[src/rtl/pwm_compare_stage.sv]
// -----------------------------------------------------------------------------
// pwm_compare_stage
//
// Turns the value of a free-running N-bit period counter into a registered,
// glitch-free PWM waveform. A double-buffered duty register means a new duty
// value is applied only at a period boundary (counter wrap). A small run-control
// FSM makes the output start and stop only on whole periods.
//
// Ports:
//   clk           in   1    system clock, rising edge
//   reset         in   1    asynchronous reset, active low
//   count         in   N    current value of the upstream period counter
//   enable        in   1    run request (level)
//   duty_in       in   N+1  requested high time in counts, saturated to 2^N
//   duty_wr       in   1    single-cycle write strobe for duty_in
//   pwm_out       out  1    registered PWM output
//   period_start  out  1    one-cycle pulse on each wrap seen while ARM/RUN
//   duty_pending  out  1    a written duty value is waiting for the next wrap
//   running       out  1    FSM is in RUN
// -----------------------------------------------------------------------------
module pwm_compare_stage #(
   parameter int N = 8
) (
   input  logic         clk,
   input  logic         reset,
   input  logic [N-1:0] count,
   input  logic         enable,
   input  logic [N:0]   duty_in,
   input  logic         duty_wr,
   output logic         pwm_out,
   output logic         period_start,
   output logic         duty_pending,
   output logic         running
);

   // Full-period duty: output stays high for every count of the period.
   localparam logic [N:0] DUTY_MAX = {1'b1, {N{1'b0}}};

   typedef enum logic [1:0] {
      ST_IDLE = 2'd0,
      ST_ARM  = 2'd1,
      ST_RUN  = 2'd2
   } state_e;

   // ---------------------------------------------------------------------------
   // State
   // ---------------------------------------------------------------------------
   state_e         state_q,        state_d;
   logic [N-1:0]   prev_count_q;
   logic [N:0]     active_duty_q,  active_duty_d;
   logic [N:0]     pending_duty_q, pending_duty_d;
   logic           duty_pending_q, duty_pending_d;
   logic           pwm_q,          pwm_d;
   logic           period_start_q, period_start_d;
   logic           running_q,      running_d;

   // ---------------------------------------------------------------------------
   // Derived signals
   // ---------------------------------------------------------------------------
   logic           wrap;
   logic           armed;
   logic           transfer;
   logic [N:0]     duty_sat;
   logic [N:0]     active_duty_eff;

   // A wrap is the only way the counter can go backwards; a stalled or
   // repeating counter never satisfies the strict compare.
   assign wrap     = (count < prev_count_q);
   assign armed    = (state_q == ST_ARM) || (state_q == ST_RUN);
   assign transfer = wrap && armed && duty_pending_q;
   assign duty_sat = (duty_in > DUTY_MAX) ? DUTY_MAX : duty_in;

   // The compare on a boundary edge must already see the duty being loaded on
   // that same edge, otherwise the first count of the new period would use the
   // old value.
   assign active_duty_eff = transfer ? pending_duty_q : active_duty_q;

   // ---------------------------------------------------------------------------
   // Run-control FSM: next state
   // ---------------------------------------------------------------------------
   always_comb begin
      // NOTE: every signal assigned here gets a default first so no path can
      // leave it unassigned, which would infer a latch.
      state_d = state_q;
      unique case (state_q)
         ST_IDLE: begin
            if (enable) state_d = ST_ARM;
         end
         ST_ARM: begin
            if (!enable)   state_d = ST_IDLE;
            else if (wrap) state_d = ST_RUN;
         end
         ST_RUN: begin
            // Dropping enable mid-period is ignored until the boundary so the
            // current period always completes.
            if (wrap && !enable) state_d = ST_IDLE;
         end
         default: state_d = ST_IDLE;
      endcase
   end

   // ---------------------------------------------------------------------------
   // Duty buffering and output next-state
   // ---------------------------------------------------------------------------
   always_comb begin
      active_duty_d  = active_duty_eff;
      pending_duty_d = pending_duty_q;
      duty_pending_d = duty_pending_q;

      // A write on the boundary cycle is captured after the old pending value
      // has been handed to active_duty, so it waits for the following wrap.
      if (duty_wr) begin
         pending_duty_d = duty_sat;
         duty_pending_d = 1'b1;
      end else if (transfer) begin
         duty_pending_d = 1'b0;
      end

      // Keyed on the next state so the first high count of a period lines up
      // with period_start, and a stop at the boundary forces low on that edge.
      pwm_d          = (state_d == ST_RUN) && ({1'b0, count} < active_duty_eff);
      period_start_d = wrap && armed;
      running_d      = (state_d == ST_RUN);
   end

   // ---------------------------------------------------------------------------
   // Registers
   // ---------------------------------------------------------------------------
   always_ff @(posedge clk or negedge reset) begin
      if (!reset) begin
         state_q        <= ST_IDLE;
         prev_count_q   <= '0;
         active_duty_q  <= '0;
         pending_duty_q <= '0;
         duty_pending_q <= 1'b0;
         pwm_q          <= 1'b0;
         period_start_q <= 1'b0;
         running_q      <= 1'b0;
      end else begin
         // NOTE: non-blocking assignments so every register samples the values
         // from before this edge, independent of statement order.
         state_q        <= state_d;
         prev_count_q   <= count;
         active_duty_q  <= active_duty_d;
         pending_duty_q <= pending_duty_d;
         duty_pending_q <= duty_pending_d;
         pwm_q          <= pwm_d;
         period_start_q <= period_start_d;
         running_q      <= running_d;
      end
   end

   assign pwm_out      = pwm_q;
   assign period_start = period_start_q;
   assign duty_pending = duty_pending_q;
   assign running      = running_q;

endmodule

[config.mk]
export PLATFORM = sky130hd
export DESIGN_NAME = pwm_compare_stage
export DESIGN_NICKNAME = d
export VERILOG_FILES = /design/src/rtl/pwm_compare_stage.sv
export SDC_FILE = /design/constraint.sdc
export NUM_CORES = 1
export LEC_CHECK = 0
export ABC_AREA = 1
export BUFFER_PORTS_ARGS = -buffer_cell sky130_fd_sc_hd__buf_4
export CORE_ASPECT_RATIO = 0.6
export CORE_UTILIZATION = 56
export DETAILED_ROUTE_END_ITERATION = 7
export GPL_ROUTABILITY_DRIVEN = 0
export PLACE_DENSITY = 0.76
export SLEW_MARGIN = 20
export SYNTH_ARGS = -nofsm -noshare
export SYNTH_HDL_FRONTEND = slang
export SYNTH_SLANG_ARGS = --single-unit
[constraint.sdc]
create_clock -name clk -period 2.75 [get_ports clk]
set_input_delay 0.4125 -clock clk [delete_from_list [all_inputs] [get_ports clk]]
set_output_delay 0.4125 -clock clk [all_outputs]
set_load 0.005 [all_outputs]
==> impl_metrics.yaml, run 1 <==
clock_tree:
  post_cts_buffers: 0
  cts_sinks: 32
  cts_root_buffer: "clkbuf_8"
  cts_tree: "yes"
  cts_max_level: 2
  path_clk_slew_ps: 70
  clockBufferDepth: 2
  cts_resized: 0
  insertion_delay_ps: 280
  hold_buffers: 0
  cts_buffers: 5
grt:
  track_usage_pct: 23.0
  grtUsageMet1_pct: 28.1
  grt_pass1_vias: 1263
  use_met3_pct: 7.59
  grt_max_degree: 33
  antenna_found_initial: 0
  grt_overflow: 0
  grt_use_met2_pct: 38.2
  grt_pass1_wl_mm: 5.43
  grt_busiest_layer: "met2"
detailed_routing:
  drt_first_pass_iters: 4
  drt_iter0_drc: 42
  drcViolationCount: 0
  wl_per_cell_um: 12.4
  drt-vias-per-instance: 4.87
  drt_wl_total_mm: 3.20
  ant_nets: 0
  vias: 1261
placed_design:
  place_hpwl_mm: 2.55
  port_buffers: 24
  preCtsSetupSlack_ps: 63.1
timing:
  slew_violations: 0
  skew_ps: 6.97
  final-hold-violation-count: 0
  worst_slack_ps: 254
  tightest_slew_ps: 403
  finalSetupViolations: 0
  rsz0062_at_grt: "no"
  relSlewSlack_pct: 73.1
  final.period_utilization_pct: 90.8
  fin_crit_ps: 2500
  max_freq_mhz: 401
  tns_ps: 0
min_path:
  hold_path.class: "in -> async"
synthesis:
  syn_inst: 188
  synth_area_um2: 1740
  synth.distinct_cells: 27
  ys_seq_area_share_pct: 46.1
  synth_top_cell_by_area: "dfrtp_1"
  syn-num-nets: 227
  synth.avg_cell_area_um2: 9.23
  yosys_warnings: 0
  ys_seq_elements: 32
  synth_area_leaders: "dfrtp_1, ha_1, nand2_1, inv_1, o21ai_2"
  yosys.area.top_type_share_pct: 46.1
setup_path:
  cp.required_ps: 2960
  crit_arrival_ps: 2710
  crit_type: "reg -> reg"
  cp-start-kind: "register"
  cp_max_fo: 15
  critPathCaptureType: "register"
floorplan:
  die-area_um2: 3330
  rows: 15
  io_pins: 25
  die_x_um: 73.9
  initial_core_util_pct: 59.7
  coreArea_um2: 2910
  die_y_um: 45.1
power_and_ir_drop:
  power_uw: 1670
  p_leak_uw: 0.00105
  ir_worst_vdd_v: 0.000417
  p_per_area_nw_per_um2: 823
final_layout:
  drive_gt1_share_pct: 29.0
  synthToLayoutAreaGrowth_pct: 16.8
  layout.nets: 256
  diodes: 0
  final_cell_mix: "nand2_1, dfrtp_1, inv_1"
outcome:
  status: "finished, final reports clean"
job:
  drv_cap: 0
## registers in the layout, indices dropped and copies added, names as in the netlist
register / flops
duty_pending: 1
active_duty_q: 9
pwm_out: 1
state_q: 2
running: 1
pending_duty_q: 9
prev_count_q: 8
period_start: 1
## critical path, stage by stage, from the launching register on
cell and delay, ps:
dfrtp_1 320, inv_1 40, ha_1 280, nand2_1 110, inv_2 50, nor3_4 250
nand4_4 160, clkinv_4 170, nand2_2 70, o21ai_2 70, inv_2 40, ha_1 290
nand2_1 90, nor2_1 50, a211oi_1 200, nand2_1 110, a21oi_2 140
## cell usage after synthesis, drive strengths merged
cell type and n:
nor2 12, a211oi 1, o21ai 14, dfrtp 32, ha 18, buf 1, nand4 2, o21bai 1
a21oi 8, o22ai 2, clkbuf 1, nor3 1, inv 38, clkinv 1, nand3 13, nand3b 1
or4 1, and2 1, nand2 40
## final cells by class
| class | count | area (um^2) |
|---|---|---|
| Sequential cell | 32 | 801 |
| Clock buffer | 6 | 72.6 |
| Multi-Input combinational cell | 115 | 764 |
| Clock inverter | 1 | 5.00 |
| Tap cell | 42 | 52.6 |
| Fill cell | 215 | 882 |
| Timing Repair Buffer | 24 | 180 |
| Inverter | 39 | 151 |
## logic make-up (layout without fill, tap and decap cells)
family | after synthesis | count (layout) | share of synthesized area, %
adder cells (fa/ha/maj) | 18 | 18 | 13.0
AO/OA/AOI/OAI | 26 | 26 | 10.3
AND/OR/NAND/NOR | 71 | 71 | 20.8
flip-flops | 32 | 32 | 46.1
buffers and inverters | 41 | 70 | 9.81
## where the power goes
group / total [uW] / leakage, uW / switching, uW / internal (uW)
Combinational: 697 / 0.000621 / 416 / 281
Clock: 336 / 0.0000410 / 164 / 172
Sequential: 636 / 0.000393 / 55.4 / 580
## final timing paths
path,start,endpoint,slack (ps),depth (start not counted)
max,prev_count_q[7],pwm_out,250,16
min,reset,prev_count_q[2],60,1
min reg2reg,active_duty_q[2],active_duty_q[2],490,2
min in group clk,count[0],prev_count_q[0],240,1
max reg2reg,prev_count_q[7],pwm_out,250,16
max in group asynchronous,reset,prev_count_q[4],2400,1
## through the flow
| stage | std cells | util [%] | cell area (um^2) | hold WS (ps) |
|---|---|---|---|---|
| finish | 259 | 69.7 | 2030 | 55.5 |
| global route | 259 | 69.7 | 2030 | 79.4 |
| CTS | 259 | 69.7 | 2030 | 66.9 |
| detailed placement | 252 | 67.0 | 1950 | 371 |
| global placement | 252 | 67.0 | 1950 | 364 |
| floorplan | 188 | - | 1740 | 117 |
## per-layer routing
metal	share of wire, %	up-vias
met3	3.4	6
met1	48	589
met4	1.3	0
li1	-	651
met5	0	-
met2	47	15
No activity file was read; power rests on OpenSTA's default activity.
==> inputs of run 2 (changes only) <==
PLACE_DENSITY = 0.88   (was 0.76)
==> run 2 against run 1 <==
Combinational power shrank 2%. Flip-flop and latch count unchanged. Sequential share of layout area decreased by 0.29 points. Sequential power hardly changed. Register-to-register slack got worse by 40 ps. Worst hold slack lost 5.0 ps. Clock power is 9.2% higher. Critical endpoint unchanged. Largest cell class unchanged.
==> impl_metrics.yaml, run 2 (synthesis gave the netlist of run 1 again) <==
outcome:
  status: "finished, final reports clean"
setup_path:
  r2r_slack_ps: 210
  cp_cell_sequence: "inv_1 -> ha_1 -> nand2_1 -> nor2_1 -> nand2_2 -> nand4_4 -> clkinv_4 -> nand2_1 -> o21ai_2 -> ha_1 -> a21oi_1 -> nor2_1 -> a211oi_1 -> nand2_1 -> a21oi_2"
  rr_startpoint: "prev_count_q[7]"
  crit_arrival_ps: 2760
  cpPeakStageDelay_ps: 340
  cp-start-kind: "register"
  crit_type: "reg -> reg"
  r2r_cells: 15
  crit_slowest_cell: "dfrtp_1"
  cp-startpoint: "prev_count_q[7]"
  cp_max_fo: 15
  cp.required_ps: 2970
  rr_endpoint: "pwm_out"
  crit_top_cell: "nand2_1"
  critPathCaptureType: "register"
timing:
  skew_ps: 2.82
  holdWs_ps: 50.5
  fin_crit_ps: 2540
  tightest_slew_ps: 397
  slew_violations: 0
  rsz0062_at_grt: "no"
  final.period_utilization_pct: 92.2
  finalSetupViolations: 0
  relSlewSlack_pct: 73.5
  final-hold-violation-count: 0
  max_freq_mhz: 394
  tns_ps: 0
final_layout:
  stdcell_count: 260
  multiInputGateArea_um2: 764
  finalInstanceArea_um2: 2040
  ff_latch_area_um2: 801
  largestRegisters: "active_duty_q (9), pending_duty_q (9), prev_count_q (8)"
  layout.nets: 256
  diodes: 0
  final_cell_mix: "nand2_1, dfrtp_1, inv_1"
  synthToLayoutAreaGrowth_pct: 17.7
  fillers: 226
  drive_gt1_share_pct: 29.8
min_path:
  hold_path.class: "in -> async"
clock_tree:
  cts_tree: "yes"
  insertion_delay_ps: 290
  cts_buffers: 5
  path_clk_slew_ps: 60
  post_cts_buffers: 0
  cts_sinks: 32
  cts_max_level: 2
  cts_root_buffer: "clkbuf_8"
  hold_buffers: 0
  cts_resized: 0
  clockBufferDepth: 2
detailed_routing:
  drt_iter0_drc: 55
  ant_nets: 0
  drt_first_pass_iters: 4
  wl_per_cell_um: 12.4
  drt-vias-per-instance: 4.92
  drt_wl_total_mm: 3.23
  vias: 1279
  drcViolationCount: 0
placed_design:
  dpl-instance-area_um2: 1950
  dp_cells: 252
  place_hpwl_mm: 2.53
  port_buffers: 24
grt:
  grt_pass1_wl_mm: 5.26
  track_usage_pct: 22.8
  grt_overflow: 0
  antenna_found_initial: 0
  grt_max_degree: 33
  grt_pass1_vias: 1182
power_and_ir_drop:
  p_leak_uw: 0.00106
  p_per_area_nw_per_um2: 827
  ir_worst_vdd_v: 0.000558
  power_uw: 1690
floorplan:
  die-area_um2: 3330
  coreArea_um2: 2910
  rows: 15
  initial_core_util_pct: 59.7
  die_y_um: 45.1
  die_x_um: 73.9
  io_pins: 25
job:
  drv_cap: 0
## run 2: changes by cell type in the layout (fill, tap and decap cells not counted)
cell / change
clkbuf_1: -1
clkbuf_8: +1
clkinv_2: +1
## run 2: stage by stage
| stage | util (%) | worst slack, ps |
|---|---|---|
| finish | 70.2 | 214 |
| global route | 70.2 | 69.5 |
| CTS | 70.2 | 260 |
| detailed placement | 67.0 | 82.4 |
| global placement | 67.0 | 204 |
| floorplan | - | 350 |
## run 2: critical path: cells and delay by family, from the launching register on
family	cells	cell delay (ps)
and+or+nand+nor	7	860
adders and majority gates	2	580
AOI/OAI and AO/OA	4	500
DFF	1	340
buffers and inverters	2	190
## run 2: worst max-delay path by stage
| stage | end | slack (ps) |
|---|---|---|
| floorplan | pwm_out | 350 |
| global placement | pwm_out | 200 |
| global route | pwm_out | 70 |
| detailed placement | pwm_out | 80 |
| finish | pwm_out | 210 |
| CTS | pwm_out | 260 |
## run 2: area by class of cell
| type | instances | area share (%) |
|---|---|---|
| multi-input cells | 115 | 37.4 |
| well taps | 42 | 2.57 |
| flip-flops and latches | 32 | 39.2 |
| inverters | 39 | 7.41 |
| clock inverters | 2 | 0.490 |
| repair buffers | 24 | 8.82 |
| clock buffers | 6 | 4.04 |
## run 2: report_power, final
| group | internal (uW) | total [uW] | switching, uW | leakage (uW) |
|---|---|---|---|---|
| logic | 278 | 686 | 408 | 0.000621 |
| registers | 581 | 635 | 54.1 | 0.000393 |
| clock network | 199 | 367 | 168 | 0.0000510 |
| total | 1060 | 1690 | 630 | 0.00106 |
## run 2: per-layer routing
layer  global-route usage, %  part of all wire [%]
met1                    29.4                    48
met2                    35.2                    47
met3                    9.60                   4.1
met5                       0                     0
met4                    7.69                   1.3
==> inputs of run 3 (changes only) <==
clock period = 2.7 ns   (was 2.75 ns; I/O delays follow)
==> run 3 against run 2 <==
Power rose by 9.6%. Cell count is the same. Maximum frequency increased by 0.53%. First-iteration DRC count up 42%. Largest power group unchanged. Highest routed layer unchanged.
==> impl_metrics.yaml, run 3 (synthesis gave the netlist of run 1 again) <==
outcome:
  status: "finished, final reports clean"
detailed_routing:
  wl_per_cell_um: 12.5
  drt_first_pass_iters: 4
  drt_iter0_drc: 78
  ant_nets: 0
  drcViolationCount: 0
  drt-vias-per-instance: 4.87
  drt_wl_total_mm: 3.24
  vias: 1266
power_and_ir_drop:
  p_leak_uw: 0.00108
  p_per_area_nw_per_um2: 891
  ir_worst_vdd_v: 0.000530
floorplan:
  die_y_um: 45.1
  die-area_um2: 3330
  rows: 15
  io_pins: 25
  initial_core_util_pct: 59.7
  die_x_um: 73.9
  coreArea_um2: 2910
setup_path:
  crit_type: "reg -> reg"
  cp.required_ps: 2920
  critPathTopFamily: "simple AND/OR/NAND/NOR gates"
  r2r_slack_ps: 180
  crit_slowest_cell: "dfrtp_1"
  crit_arrival_ps: 2740
  cp-start-kind: "register"
  cp_cell_sequence: "inv_1 -> ha_1 -> nand2_1 -> nor2_1 -> nand2_2 -> nand4_4 -> clkinv_4 -> o21ai_2 -> inv_2 -> ha_1 -> nand2_1 -> nor2_1 -> a211oi_1 -> nand2_1 -> a21oi_2"
  cpPeakStageDelay_ps: 330
  cp_max_fo: 15
  crit_top_cell: "nand2_1"
  critPathBufInv: 3
  critPathCaptureType: "register"
clock_tree:
  path_clk_slew_ps: 70
  cts_resized: 0
  insertion_delay_ps: 290
  cts_sinks: 32
  cts_root_buffer: "clkbuf_8"
  cts_max_level: 2
  hold_buffers: 0
  clockBufferDepth: 2
  cts_tree: "yes"
  post_cts_buffers: 0
  cts_buffers: 5
placed_design:
  place_hpwl_mm: 2.50
  port_buffers: 24
  preCtsSetupSlack_ps: 51.4
min_path:
  hold_path.class: "in -> async"
timing:
  skew_ps: 7.86
  worst_slack_ps: 177
  fin_crit_ps: 2520
  tightest_slew_ps: 392
  final-hold-violation-count: 0
  tns_ps: 0
  finalSetupViolations: 0
  final.period_utilization_pct: 93.4
  relSlewSlack_pct: 73.9
  rsz0062_at_grt: "no"
  max_freq_mhz: 396
  slew_violations: 0
grt:
  antenna_found_initial: 0
  grt_overflow: 0
  grt_pass1_wl_mm: 5.22
  grt_pass1_vias: 1202
  track_usage_pct: 23.0
  grt_max_degree: 33
final_layout:
  synthToLayoutAreaGrowth_pct: 19.6
  final_cell_mix: "nand2_1, dfrtp_1, inv_1"
  largestRegisters: "active_duty_q (9), pending_duty_q (9), prev_count_q (8)"
  layout.nets: 256
  multiInputGateArea_um2: 764
  fillers: 219
  final_core_util_pct: 71.4
  diodes: 0
  drive_gt1_share_pct: 29.8
  ff_latch_area_um2: 801
job:
  drv_cap: 0
==> run 3: cell count changes in the layout (fill, tap and decap cells not counted), sizes merged <==
| cell | before | now |
|---|---|---|
| clkbuf | 6 | 7 |
| bufinv | 0 | 1 |
| clkinv | 3 | 1 |
==> run 3: worst paths after layout <==
path,start,to,depth (start not counted)
setup / recovery,prev_count_q[7],pwm_out,15
hold / removal,reset,pending_duty_q[1],1
setup reg to reg,prev_count_q[7],pwm_out,15
hold reg to reg,active_duty_q[7],active_duty_q[7],2
max in group asynchronous,reset,active_duty_q[7],1
min in group clk,count[0],prev_count_q[0],1
==> run 3: through the flow <==
step	hold WS (ps)	total power (uW)	cell area (um^2)	instances
finish	35.6	1850	2080	260
global route	54.7	1990	2080	260
CTS	46.6	1870	2080	260
detailed placement	361	1350	1950	252
floorplan	109	1190	1740	188
global placement	360	1320	1950	252
==> run 3: worst reg2reg max path, stage by stage, from the launching register on <==
cell and delay (ps):
dfrtp_1 330, inv_1 40, ha_1 290, nand2_1 90
nor2_1 230, nand2_2 130, nand4_4 100, clkinv_4 150
o21ai_2 210, inv_2 50, ha_1 290, nand2_1 90
nor2_1 50, a211oi_1 170, nand2_1 100, a21oi_2 130
==> run 3: layer usage <==
metal / global-route usage (%) / vias to the layer above / share of wire (%)
li1: - / 650 / -
met1: 28.9 / 578 / 46
met2: 35.2 / 32 / 46
met3: 10.0 / 6 / 5.5
met4: 9.23 / 0 / 1.8
met5: 0 / - / 0
==> run 3: report_power, final <==
part | switching, uW | total, uW | internal [uW]
Combinational | 417 | 700 | 283
Sequential | 54.9 | 646 | 591
Clock | 178 | 504 | 325
Total | 650 | 1850 | 1200
==> run 3: final cells by class <==
type	count	share of cell area [%]
repair buffers	24	8.68
inverters	39	7.29
well taps	42	2.53
clock inverters	1	1.45
flip-flops and latches	32	38.6
multi-input cells	115	36.8
clock buffers	7	4.64
